## src/rtl/sma_level_detect.sv

```systemverilog
// Debounced, hysteretic level detector for the smoothed moving-average sample.
// Produces level with rise/fall pulses, a saturating rise counter and a running peak.
module sma_level_detect #(
    parameter int                        DATA_W    = 16,
    parameter logic signed [DATA_W-1:0]  HI_THRESH = 16'sd1000,
    parameter logic signed [DATA_W-1:0]  LO_THRESH = 16'sd500,
    parameter int                        DEBOUNCE  = 4,
    parameter int                        HOLDOFF   = 8,
    parameter int                        CNT_W     = 16
) (
    input  logic                     clk,
    input  logic                     rst,
    input  logic signed [DATA_W-1:0] y,
    input  logic                     clr,
    output logic                     level,
    output logic                     rise_pulse,
    output logic                     fall_pulse,
    output logic [CNT_W-1:0]         event_cnt,
    output logic signed [DATA_W-1:0] peak
);

    localparam int DW = (DEBOUNCE < 2) ? 1 : $clog2(DEBOUNCE + 1);
    localparam int HW = (HOLDOFF < 1) ? 1 : $clog2(HOLDOFF + 1);

    typedef enum logic [1:0] {S_LOW, S_RISING, S_HIGH, S_FALLING} state_t;

    state_t                     state, state_n;
    logic [DW-1:0]              dcnt, dcnt_n;
    logic [HW-1:0]              hcnt, hcnt_n;
    logic                       level_n, rise_n, fall_n;
    logic [CNT_W-1:0]           cnt_n;
    logic signed [DATA_W-1:0]   peak_n;
    logic                       ge_hi, le_lo;

    assign ge_hi = (y >= HI_THRESH);
    assign le_lo = (y <= LO_THRESH);

    always_comb begin
        state_n = state;
        dcnt_n  = dcnt;
        hcnt_n  = hcnt;
        level_n = level;
        rise_n  = 1'b0;
        fall_n  = 1'b0;
        case (state)
            S_LOW: begin
                if (hcnt != '0) begin
                    hcnt_n = hcnt - 1'b1;
                end else if (ge_hi) begin
                    if (DEBOUNCE == 1) begin
                        state_n = S_HIGH;
                        level_n = 1'b1;
                        rise_n  = 1'b1;
                        hcnt_n  = HW'(HOLDOFF);
                    end else begin
                        state_n = S_RISING;
                        dcnt_n  = DW'(1);
                    end
                end
            end
            S_RISING: begin
                if (ge_hi) begin
                    if (dcnt == DW'(DEBOUNCE - 1)) begin
                        state_n = S_HIGH;
                        level_n = 1'b1;
                        rise_n  = 1'b1;
                        dcnt_n  = '0;
                        hcnt_n  = HW'(HOLDOFF);
                    end else begin
                        dcnt_n = dcnt + 1'b1;
                    end
                end else begin
                    state_n = S_LOW;
                    dcnt_n  = '0;
                end
            end
            S_HIGH: begin
                if (hcnt != '0) begin
                    hcnt_n = hcnt - 1'b1;
                end else if (le_lo) begin
                    if (DEBOUNCE == 1) begin
                        state_n = S_LOW;
                        level_n = 1'b0;
                        fall_n  = 1'b1;
                        hcnt_n  = HW'(HOLDOFF);
                    end else begin
                        state_n = S_FALLING;
                        dcnt_n  = DW'(1);
                    end
                end
            end
            default: begin
                if (le_lo) begin
                    if (dcnt == DW'(DEBOUNCE - 1)) begin
                        state_n = S_LOW;
                        level_n = 1'b0;
                        fall_n  = 1'b1;
                        dcnt_n  = '0;
                        hcnt_n  = HW'(HOLDOFF);
                    end else begin
                        dcnt_n = dcnt + 1'b1;
                    end
                end else begin
                    state_n = S_HIGH;
                    dcnt_n  = '0;
                end
            end
        endcase
    end

    // clr wins over the old count, but a coincident rise still counts as the first event
    always_comb begin
        cnt_n = event_cnt;
        if (clr)
            cnt_n = rise_n ? CNT_W'(1) : '0;
        else if (rise_n && (event_cnt != '1))
            cnt_n = event_cnt + 1'b1;
        peak_n = peak;
        if (clr)
            peak_n = y;
        else if (y > peak)
            peak_n = y;
    end

    always_ff @(posedge clk or negedge rst) begin
        if (!rst) begin
            state      <= S_LOW;
            dcnt       <= '0;
            hcnt       <= '0;
            level      <= 1'b0;
            rise_pulse <= 1'b0;
            fall_pulse <= 1'b0;
            event_cnt  <= '0;
            peak       <= {1'b1, {(DATA_W-1){1'b0}}};
        end else begin
            state      <= state_n;
            dcnt       <= dcnt_n;
            hcnt       <= hcnt_n;
            level      <= level_n;
            rise_pulse <= rise_n;
            fall_pulse <= fall_n;
            event_cnt  <= cnt_n;
            peak       <= peak_n;
        end
    end

endmodule

```

## config.mk

```make
export PLATFORM = sky130hd
export DESIGN_NAME = sma_level_detect
export DESIGN_NICKNAME = d
export VERILOG_FILES = /design/src/rtl/sma_level_detect.sv
export SDC_FILE = /design/constraint.sdc
export NUM_CORES = 1
export LEC_CHECK = 0
export CAP_MARGIN = 20
export CORE_ASPECT_RATIO = 1.2
export CORE_MARGIN = 1
export CORE_UTILIZATION = 55
export DETAILED_ROUTE_END_ITERATION = 7
export PLACE_DENSITY = 0.85
export SETUP_SLACK_MARGIN = 0.05
export SLEW_MARGIN = 5
export SYNTH_ARGS = -nofsm -noshare
export SYNTH_HDL_FRONTEND = slang
export SYNTH_SLANG_ARGS = --single-unit
```

## constraint.sdc

```tcl
create_clock -name clk -period 7.5 [get_ports clk]
set_input_delay 0.75 -clock clk [delete_from_list [all_inputs] [get_ports clk]]
set_output_delay 0.75 -clock clk [all_outputs]
set_load 0.02 [all_outputs]
```

==> impl_metrics.toml <==
[outcome]
outcome = "finished clean"

[grt]
grt_use_met1_pct = 29.17
grt_pass1_wl_mm = 9.611
globalRouteMet3Util_pct = 5.147
grt_pass1_vias = 2141
grt_max_degree = 45
grtUsageTotal_pct = 24.68
grt_busiest_layer = "met2"
antenna_found_initial = 0
grtUsageMet2_pct = 43.23
overflow = 0

[floorplanning]
core_area_um2 = 4594
chipHeight_um = 77.63
die-area_um2 = 5047
die_x_um = 65.02
rows = 27
io-pin-count = 54
initial_utilization_pct = 57.05

[logic_synthesis]
synth_ff_type = "dfrtp_1"
yosysSeqAreaShare_pct = 42.05
synth-edff-count = 0
avgSynthCellArea_um2 = 9.892
synth_cells = 265
synth-async-reset-ratio_pct = 100.0
synth_seq_cells = 44
ys_types = 52
synth_nets = 307
synth_area_um2 = 2621
synth_warnings = 0

[power]
p_int_uw = 482.1
power_frac_clock_pct = 19.2
power_density_nw_per_um2 = 230.4
p_leak_uw = 0.001423
power_switching_uw = 273.6
sw_frac_of_total_pct = 36.21
combPwrFrac_pct = 40.8
seqPwrFrac_pct = 40.0
ir_drop_v = 0.0001971

[worst_setup_path]
required_ns = 7.69
worstSetupStartpoint = "y[15]"
cp-end-kind = "flip-flop"
reg2reg_slack_ns = 4.44
timing.rr.start = "peak[15]$_DFFE_PN1P_"
cpPeakStageDelay_ns = 0.59
worstPathArrival_ns = 3.61
cp-start-kind = "input pin"
critPathMaxFanout = 9
path_cells = "clkdlybuf4s50_1, ha_1, nand4_1, nor4_1, a221oi_2, mux2i_2, buf_6, mux2_2"
crit_type = "in -> reg"
ff2ff_path_depth = 8
r2r-end = "peak[5]$_DFFE_PN0P_"
slowest_stage = "nor4_1"
endpoint = "peak[5]$_DFFE_PN0P_"

[sta]
rsz0062_at_grt = "false"
setup-violations-final = 0
period_minus_slack_ns = 3.419
finalHoldViolCount = 0
tightest_slew_ns = 0.9634
fin_setup_tns_ns = 0
skew_ns = 0.01171
fin_ws_ns = 4.081
maxSlewHeadroom_pct = 35.77
post-route-period-util_pct = 45.59
final_max_slew_viol_count = 0
timing.fmax_mhz = 292.5

[layout]
final_cell_mix = "52 x clkdlybuf4s50_1, 43 x dfrtp_1, 29 x nor2_1, 24 x inv_1, 23 x ha_1"
antennaDiodeCount = 0
post-route-util_pct = 71.41
layout.nets = 362
syn2layout_area_growth_pct = 25.16
ff_latch_area_um2 = 1102
fill_cells = 358
multi_input_area_um2 = 1398
mostFrequentLayoutCell = "clkdlybuf4s50_1"
drive_gt1_share_pct = 10.28

[clock_network]
cts_setup_buffers = 0
clkTransAtPathRegs_ns = 0.08
clockRootBuffer = "clkbuf_8"
h-tree-depth = 2
postCtsResizedCells = 0
clkSinkCount = 44
cts_tree = "done"
cts_buffer_depth = 2
cts_hold_buffers = 0
worst_skew_pair.late_latency_ns = 0.30
numCtsBuffers = 5

[routing]
drc = 0
drt_first_pass_iters = 4
drt_iter0_drc = 97
antenna_left = 0
drt-total-wl_mm = 5.679
routed_via_density = 5.760
wl_per_cell_um = 14.98
vias = 2183

[job]
drv_cap = 0

[min_path]
min_path_type = "reg -> reg"

[placement]
gp_congestion = 0.8701
port-buffer-count = 53
place_hpwl_mm = 4.241
dp_slack_ns = 3.553
layout make-up:
| cell class | count | share of cell area [%] |
|---|---|---|
| Clock buffer | 7 | 2.326 |
| Clock inverter | 1 | 0.1526 |
| Tap cell | 58 | 2.212 |
| Inverter | 24 | 2.746 |
| Sequential cell | 44 | 33.60 |
| Multi-Input combinational cell | 191 | 42.60 |
| Timing Repair Buffer | 54 | 16.36 |
cell families after synthesis:
kind of cell | count (synthesis) | synth area share, %
DFF | 44 | 42.05
buffers and inverters | 30 | 4.630
adders and majority gates | 23 | 10.98
muxes | 19 | 8.210
AOI/OAI and AO/OA | 46 | 12.36
and+or+nand+nor | 91 | 17.76
xor gates and xnor gates | 12 | 4.010
critical path: cells and delay by family:
kind	cells	cell delay [ns]
compound gates	1	0.17
fa+ha+maj	1	0.35
buf+inv	2	0.70
mux	2	0.86
simple gates	2	0.78
registers in the layout, summed over array words and instances (netlist names):
name / cells
dcnt: 3
event_cnt: 16
fall_pulse: 1
hcnt: 4
level: 1
peak: 16
rise_pulse: 1
state: 2
synthesized netlist by cell type (2+ instances only):
cell / n / area, µm²
a211o_2: 2 / 20.02
a211oi_2: 2 / 25.02
a21o_1: 2 / 15.01
a21oi_1: 13 / 65.06
and3_1: 3 / 18.77
clkbuf_1: 3 / 11.26
dfrtp_1: 43 / 1076
ha_1: 23 / 287.8
inv_1: 24 / 90.09
mux2_1: 5 / 56.30
mux2_2: 12 / 135.1
nand2_1: 16 / 60.06
nand2b_1: 2 / 12.51
nand3_1: 7 / 35.03
nand4_1: 8 / 50.05
nor2_1: 29 / 108.9
nor3_1: 8 / 40.04
nor3b_1: 2 / 15.01
nor4_1: 5 / 31.28
o21a_1: 4 / 30.03
o21ai_0: 10 / 50.05
or3_1: 2 / 12.51
xnor2_1: 10 / 87.58
xor2_1: 2 / 17.52
per-layer routing:
layer / wire, µm / vias up
li1: - / 1058
met1: 2471 / 1061
met2: 2875 / 57
met3: 234 / 7
met4: 96 / 0
met5: 0 / -
worst min path at each step:
stage,startpoint,end,cells after the start
after detailed placement,dcnt[1]$_DFFE_PN0P_,dcnt[1]$_DFFE_PN0P_,2
after global routing,dcnt[1]$_DFFE_PN0P_,dcnt[1]$_DFFE_PN0P_,2
after global placement,dcnt[1]$_DFFE_PN0P_,dcnt[1]$_DFFE_PN0P_,2
final,dcnt[1]$_DFFE_PN0P_,dcnt[1]$_DFFE_PN0P_,2
after floorplan,rst,dcnt[0]$_DFFE_PN0P_,0
after CTS,dcnt[1]$_DFFE_PN0P_,dcnt[1]$_DFFE_PN0P_,2
metrics by stage:
step	total power, µW	cell area [µm²]	std cells	hold slack (ns)
global route	809.1	3281	379	0.5296
CTS	759.8	3269	378	0.4964
floorplan	516.9	2621	265	0.4538
finish	755.7	3281	379	0.4946
detailed placement	614.0	3188	370	0.4779
global placement	601.1	3188	370	0.4715
power by group through the flow:
stage	combinational, µW	clock, µW	sequential (µW)
floorplan	195	0	322
global placement	296	0	305
detailed placement	307	0	307
CTS	308	148	303
global route	342	159	308
finish	308	145	303
Power figures use the tool's default switching activity.
